**src/rtl/modulo_controle_rolhas.sv**
```systemverilog
// Sequencing controller for the cork-stock register.
// Owns every write to the register: bulk loads via its asynchronous load
// path, saturating batch refills and one-cork decrements per capped bottle.
// Also runs the dispense/seat handshake with the capping station.
module modulo_controle_rolhas #(
    parameter int MAX_CORKS  = 100,
    parameter int BATCH      = 10,
    parameter int LOW_THRESH = 5,
    parameter int TIMEOUT    = 15
) (
    input  logic       clk,
    input  logic       clr,
    input  logic       load_req,
    input  logic [6:0] load_value,
    input  logic       add_req,
    input  logic       cap_req,
    input  logic       cork_ok,
    input  logic [6:0] reg_q,
    output logic [6:0] reg_d,
    output logic       reg_en,
    output logic       reg_load,
    output logic [6:0] reg_e_load,
    output logic       dispense,
    output logic       cap_done,
    output logic       cap_fail,
    output logic       busy,
    output logic       empty,
    output logic       low
);

    localparam logic [6:0] MAX_Q     = 7'(MAX_CORKS);
    localparam logic [7:0] MAX_W     = 8'(MAX_CORKS);
    localparam logic [7:0] BATCH_W   = 8'(BATCH);
    localparam logic [7:0] TIMEOUT_W = 8'(TIMEOUT);
    localparam logic [6:0] LOW_Q     = 7'(LOW_THRESH);

    localparam logic [2:0] ST_IDLE     = 3'd0;
    localparam logic [2:0] ST_LOAD     = 3'd1;
    localparam logic [2:0] ST_ADD      = 3'd2;
    localparam logic [2:0] ST_DISPENSE = 3'd3;
    localparam logic [2:0] ST_WAIT     = 3'd4;
    localparam logic [2:0] ST_DEC      = 3'd5;
    localparam logic [2:0] ST_FAIL     = 3'd6;
    localparam logic [2:0] ST_RELEASE  = 3'd7;

    logic [2:0] state;
    logic [2:0] state_next;
    logic       pending;
    logic [7:0] timer;
    logic [6:0] load_hold;

    // A refill request arriving in IDLE is acted on at once rather than
    // waiting a cycle for the pending flag to be registered.
    logic       add_seen;
    logic [7:0] timer_inc;
    logic [7:0] add_sum;
    logic [6:0] add_value;
    logic [6:0] load_sat;

    assign add_seen  = pending | add_req;
    assign timer_inc = timer + 8'd1;
    assign add_sum   = {1'b0, reg_q} + BATCH_W;
    assign add_value = (add_sum > MAX_W) ? MAX_Q : add_sum[6:0];
    assign load_sat  = (load_value > MAX_Q) ? MAX_Q : load_value;

    // Stock flags follow the register directly, independent of reset.
    assign empty = (reg_q == 7'd0);
    assign low   = (reg_q <= LOW_Q);

    // Next-state selection; IDLE priority is load, then refill, then capping.
    always_comb begin
        state_next = state;
        case (state)
            ST_IDLE: begin
                if (load_req)
                    state_next = ST_LOAD;
                else if (add_seen)
                    state_next = ST_ADD;
                else if (cap_req && reg_q != 7'd0)
                    state_next = ST_DISPENSE;
            end
            ST_LOAD:     state_next = ST_IDLE;
            ST_ADD:      state_next = ST_IDLE;
            ST_DISPENSE: state_next = ST_WAIT;
            ST_WAIT: begin
                if (cork_ok)
                    state_next = ST_DEC;
                else if (timer_inc == TIMEOUT_W)
                    state_next = ST_FAIL;
            end
            ST_DEC:      state_next = ST_RELEASE;
            ST_FAIL:     state_next = ST_RELEASE;
            ST_RELEASE: begin
                if (!cap_req)
                    state_next = ST_IDLE;
            end
            default:     state_next = ST_IDLE;
        endcase
    end

    // State, refill flag, seat timer and captured load value.
    always_ff @(posedge clk or negedge clr) begin
        if (!clr) begin
            state     <= ST_IDLE;
            pending   <= 1'b0;
            timer     <= 8'd0;
            load_hold <= 7'd0;
        end else begin
            state <= state_next;
            // add_req in the ADD cycle itself re-arms the flag so it is not lost.
            if (state == ST_ADD)
                pending <= add_req;
            else
                pending <= pending | add_req;
            if (state == ST_DISPENSE)
                timer <= 8'd0;
            else if (state == ST_WAIT && !cork_ok)
                timer <= timer_inc;
            if (state == ST_IDLE && load_req)
                load_hold <= load_sat;
        end
    end

    // Moore output decode; the register holds its value unless told otherwise.
    always_comb begin
        reg_d      = reg_q;
        reg_en     = 1'b0;
        reg_load   = 1'b0;
        reg_e_load = 7'd0;
        dispense   = 1'b0;
        cap_done   = 1'b0;
        cap_fail   = 1'b0;
        busy       = (state != ST_IDLE);
        case (state)
            ST_LOAD: begin
                reg_load   = 1'b1;
                reg_e_load = load_hold;
            end
            ST_ADD: begin
                reg_d  = add_value;
                reg_en = 1'b1;
            end
            ST_DISPENSE: dispense = 1'b1;
            ST_DEC: begin
                reg_d    = reg_q - 7'd1;
                reg_en   = 1'b1;
                cap_done = 1'b1;
            end
            ST_FAIL:     cap_fail = 1'b1;
            default: ;
        endcase
    end

endmodule

```
**config.mk**
```make
export PLATFORM = sky130hd
export DESIGN_NAME = modulo_controle_rolhas
export DESIGN_NICKNAME = d
export VERILOG_FILES = /design/src/rtl/modulo_controle_rolhas.sv
export SDC_FILE = /design/constraint.sdc
export NUM_CORES = 1
export LEC_CHECK = 0
export CORE_ASPECT_RATIO = 1.75
export CORE_UTILIZATION = 40
export DETAILED_ROUTE_END_ITERATION = 12
export PLACE_DENSITY = 0.67
export SYNTH_ARGS = -nofsm -noshare
export SYNTH_HDL_FRONTEND = slang
export SYNTH_SLANG_ARGS = --single-unit
```
**constraint.sdc**
```tcl
create_clock -name clk -period 2.3 [get_ports clk]
set_clock_uncertainty 0.05 [all_clocks]
set_input_delay 0.23 -clock clk [delete_from_list [all_inputs] [get_ports clk]]
set_output_delay 0.23 -clock clk [all_outputs]
set_load 0.01 [all_outputs]
```
; ---- After elaboration in Yosys (flattened, before gate mapping)
; Index checks and enable logic that the tools add are counted.
[totals]
register_bits = 19
input_bits = 20
elab_cells = 54
[op_classes]
n_addsub = 3
order_cmp = 3
n_eq_ne = 11
n_mux = 19
n_bitwise = 1
reduce_logical = 13
[op_table]
columns = operator, n
row1 = two-way mux 7 bit, 3
row2 = two-way mux 3 bit, 6
row3 = case mux 3 bit (6 select lines), 1
row4 = two-way mux 8 bit, 2
row5 = case mux 7 bit (2 select lines), 1
row6 = == test 3 bit (second input constant), 4
row7 = adder 7 x 4 -> 8 bit (second input constant), 1
row8 = adder 8 x 1 -> 8 bit (second input constant), 1
row9 = == test 8 x 4 -> 1 bit (second input constant), 1
row10 = greater-than comparator 8 x 7 -> 1 bit (second input constant), 1
row11 = greater-than comparator 7 bit (second input constant), 1
row12 = <= comparator 7 x 3 -> 1 bit (second input constant), 1
row13 = zero test 7 bit, 1
row14 = nonzero test 7 bit, 1
row15 = subtractor 7 x 1 -> 7 bit (second input constant), 1
row16 = == test 3 x 2 -> 1 bit (second input constant), 2
row17 = two-way mux 1 bit, 6
row18 = OR reduction 2 bit, 3
row19 = != test 4 bit (second input constant), 1
row20 = == test 3 x 1 -> 1 bit (second input constant), 1
row21 = logical AND 1 bit, 3
row22 = zero test 3 bit, 1
row23 = != test 3 bit (second input constant), 1
row24 = AND reduction 3 bit, 1
row25 = 5 further kinds, 5

; ---- Logic depth before layout (Yosys ltp)
[depth]
depth_word = 6
mapped_depth = 8
depth_no_buf = 7

; ---- Least setup slack after synthesis
; Ideal clock, no wire load.
[synth_path]
path_type = register to output
from = register state[2]
to = output reg_d[0]
arrival_ns = 1.609
required_ns = 2.020
path_slack_ns = 0.411
path_stages_with_launch = 7
path_buffers = 2
path_cell_list = dfrtp_1 buf_6 or3b_1 buf_6 or2_4 a21oi_2 a2bb2oi_1
[synth_between]
elab_chain_cells = 2
word_cells_on_any_way = 3
classes_between = 2 x eq/ne / 1 x mux
[synth_rtl]
columns = item, line_no
row1 = start: declaration, 46  ; logic [2:0] state;
row2 = start signal: assignment, 109  ; state <= state_next;
row3 = == test 3 bit or == test 3 x 2 -> 1 bit (tied branches), 134  ; case (state)
row4 = case mux 7 bit (2 select lines) *, 134
row5 = end: declaration, 19  ; output logic [6:0] reg_d,
; Mark *: on every way between the ends. The rest lies on a longest branch, timed or not.

; ---- Final worst setup path
[layout_path]
from = input reg_q[3]
to = output reg_d[3]
[layout_between]
elab_chain_cells = 4
word_cells_on_any_way = 5
classes_between = 2 x add/sub / 1 x order compare / 2 x mux
[layout_rtl]
columns = item, line_no
row1 = start: declaration, 18  ; input logic [6:0] reg_q,
row2 = adder 7 x 4 -> 8 bit, 62  ; assign add_sum = {1'b0, reg_q} + BATCH_W;
row3 = greater-than comparator 8 x 7 -> 1 bit, 63  ; assign add_value = (add_sum > MAX_W) ? MAX_Q : add_sum[6:0];
row4 = two-way mux 7 bit, 63
row5 = case mux 7 bit (2 select lines) *, 134
; Marks and branches as above.

==> impl_metrics.toml <==
[route]
met3_length_um = 137
top_layer = "met4"
vias = 1706
routed_wl_um = 4420
ant_nets = 0
vias_per_cell = 5.31
wl_per_cell_um = 13.8
wl_met1_um = 1600
dr.pass1.iters = 4
wl_met2_um = 2580
drtIter0Drc = 41
drc = 0

[cts]
clock-sinks = 19
h-tree-depth = 1
hold_buffers = 0
cts_buffers = 3
cts_tree = "yes"
root_buffer = "clkbuf_8"
clk_latency_ns = 0.26
cts_buffer_depth = 2
cts.reportedPaths.clkPinSlew_ns = 0.07

[yosys]
yosys-top-cells-area = "dfrtp_1 29%, ha_1 7.6%, nand2_1 6.2%"
postSynthRegisterBits = 19
synth_cells = 206
synth.cell_area_um2 = 1640
async_reset_ff_share_pct = 100
yosys.area.top_type = "dfrtp_1"
yosysSeqAreaShare_pct = 28.9
ys_types = 54
synthesis.nets = 236
avgSynthCellArea_um2 = 7.97
yosysTopAreaCellShare_pct = 28.9
ys_warn_count = 0
synth-main-ff-cell = "dfrtp_1"
synth-edff-count = 0

[die]
dieArea_um2 = 4380
start_util_pct = 42.1
rows = 30
pin_count = 42
die_x_um = 50.4
die_h_um = 86.8
core_um2 = 3900

[setup_path]
crit_type = "in2out"
endpoint_kind = "primary output"
critPathLaunchType = "input port"
worstPathArrival_ns = 1.95
r2r_slack_ns = 0.48
critPathRequiredTime_ns = 2.02
worstPathMaxFanout = 9

[placement]
place.gp.congestion = 0.809
dp_slack_ns = -0.538
io_buffers = 41
hpwl_um = 3480

[final_layout]
area_delta_synth_final_pct = 45.2
fin_nets = 304
final_common_cell = "buf_4"
drive_gt1_share_pct = 25.6
fillers = 374
antenna_cells = 0
final_cell_mix = "33 x buf_4, 27 x nand2_1, 26 x clkdlybuf4s50_1"
fin_util_pct = 61.1

[global_route]
grt_usage_pct = 21.3
grt_start_max_net_pins = 20
grt_pass1_wl_um = 7160
overflow = 0
grt_pass1_vias = 1720
antenna_found_initial = 0

[power]
powerDensity_nw_per_um2 = 770
vdd_drop_max_mv = 0.609
p_total_mw = 1.84
leakage_nw = 1.09

[sta]
finalSetupTns_ns = 0
finalSetupViolations = 0
relSlewSlack_pct = 74.5
fin_crit_ns = 2.23
final.setup.worst_slack_ns = 0.0733
period_share_pct = 96.8
hold_viol = 0
whs_ns = 0.247
drv_slew = 0
max_freq_ghz = 0.449
tightest_slew_ns = 0.377
rsz0062_at_grt = "true"

[min_path]
hp-class = "in2async"

[run_status]
status = "finished, final reports clean"

[job]
drv_cap = 0
## metal layers
layer / vias up / GRT usage, %
li1: 861 / -
met3: 9 / 2.28
met4: 0 / 10.1
met1: 800 / 20.1
met5: - / 0
met2: 36 / 43.0
## synth_stat cells (2+ instances only)
cell / instances
nand3_1: 8
nor3_1: 7
a21oi_1: 12
dfrtp_1: 19
o22ai_1: 2
nor2_1: 17
a21oi_2: 2
mux2_2: 3
o21ai_1: 3
or4_1: 3
nand2b_1: 6
and2_1: 7
nand3b_1: 2
xor2_1: 2
a22o_1: 2
clkbuf_1: 3
nand4_1: 2
o21ai_0: 17
inv_1: 10
buf_6: 3
buf_4: 2
buf_2: 2
nand2_1: 27
xnor2_1: 3
and3_1: 4
ha_1: 10
## path summary, 6_finish.rpt
path,from,to,depth (start not counted)
setup / recovery,reg_q[3],reg_d[3],7
hold / removal,clr,timer[5]$_DFFE_PN0P_,2
setup reg to reg,timer[0]$_DFFE_PN0P_,state[1]$_DFFE_PN0P_,6
hold reg to reg,load_hold[4]$_DFFE_PN0P_,load_hold[4]$_DFFE_PN0P_,2
max in group asynchronous,clr,load_hold[1]$_DFFE_PN0P_,2
min in group clk,load_hold[4]$_DFFE_PN0P_,load_hold[4]$_DFFE_PN0P_,2
## logic make-up after synthesis
family | synth area share, %
AO/OA/AOI/OAI | 23.5
AND/OR/NAND/NOR | 28.1
multiplexers | 2.06
buffers and inverters | 7.08
XOR/XNOR | 2.67
adder cells (fa/ha/maj) | 7.62
flip-flops | 28.9
## timing repair
item | 4_1_cts | 5_1_grt
buffers inserted | 1 | 1
resized for setup | 29 | 15
pin swaps | 4 | 1
setup endpoints to repair | 9 | 10
## stage by stage
| step | instance area (um2) | std cells |
|---|---|---|
| floorplan | 1640 | 206 |
| detailed placement | 2270 | 315 |
| finish | 2390 | 321 |
| global route | 2390 | 321 |
| CTS | 2350 | 320 |
| global placement | 2270 | 315 |
## where the power goes
group          switching (mW)  internal (mW)
registers              0.0899          0.448
clock network           0.111          0.123
logic                   0.518          0.547
## final cells by class
class	count	area (um2)	area share, %
Tap cell	48	60.1	2.52
Inverter	11	41.3	1.73
Multi-Input combinational cell	165	1130	47.5
Clock buffer	4	45.0	1.89
Sequential cell	19	475	19.9
Timing Repair Buffer	74	632	26.5
## sequential cells by signal (all words and copies together) (netlist names)
register   flops
load_hold      7
state          3
timer          8
pending        1
## worst max-delay path, cell delays in order
cell	delay, ns
dlygate4sd2_1	0.34
nand2b_1	0.19
mux2_2	0.30
a21boi_4	0.25
a22oi_1	0.13
or2_1	0.23
dlygate4sd2_1	0.28
Note: power is estimated with default switching activity, not from simulation.
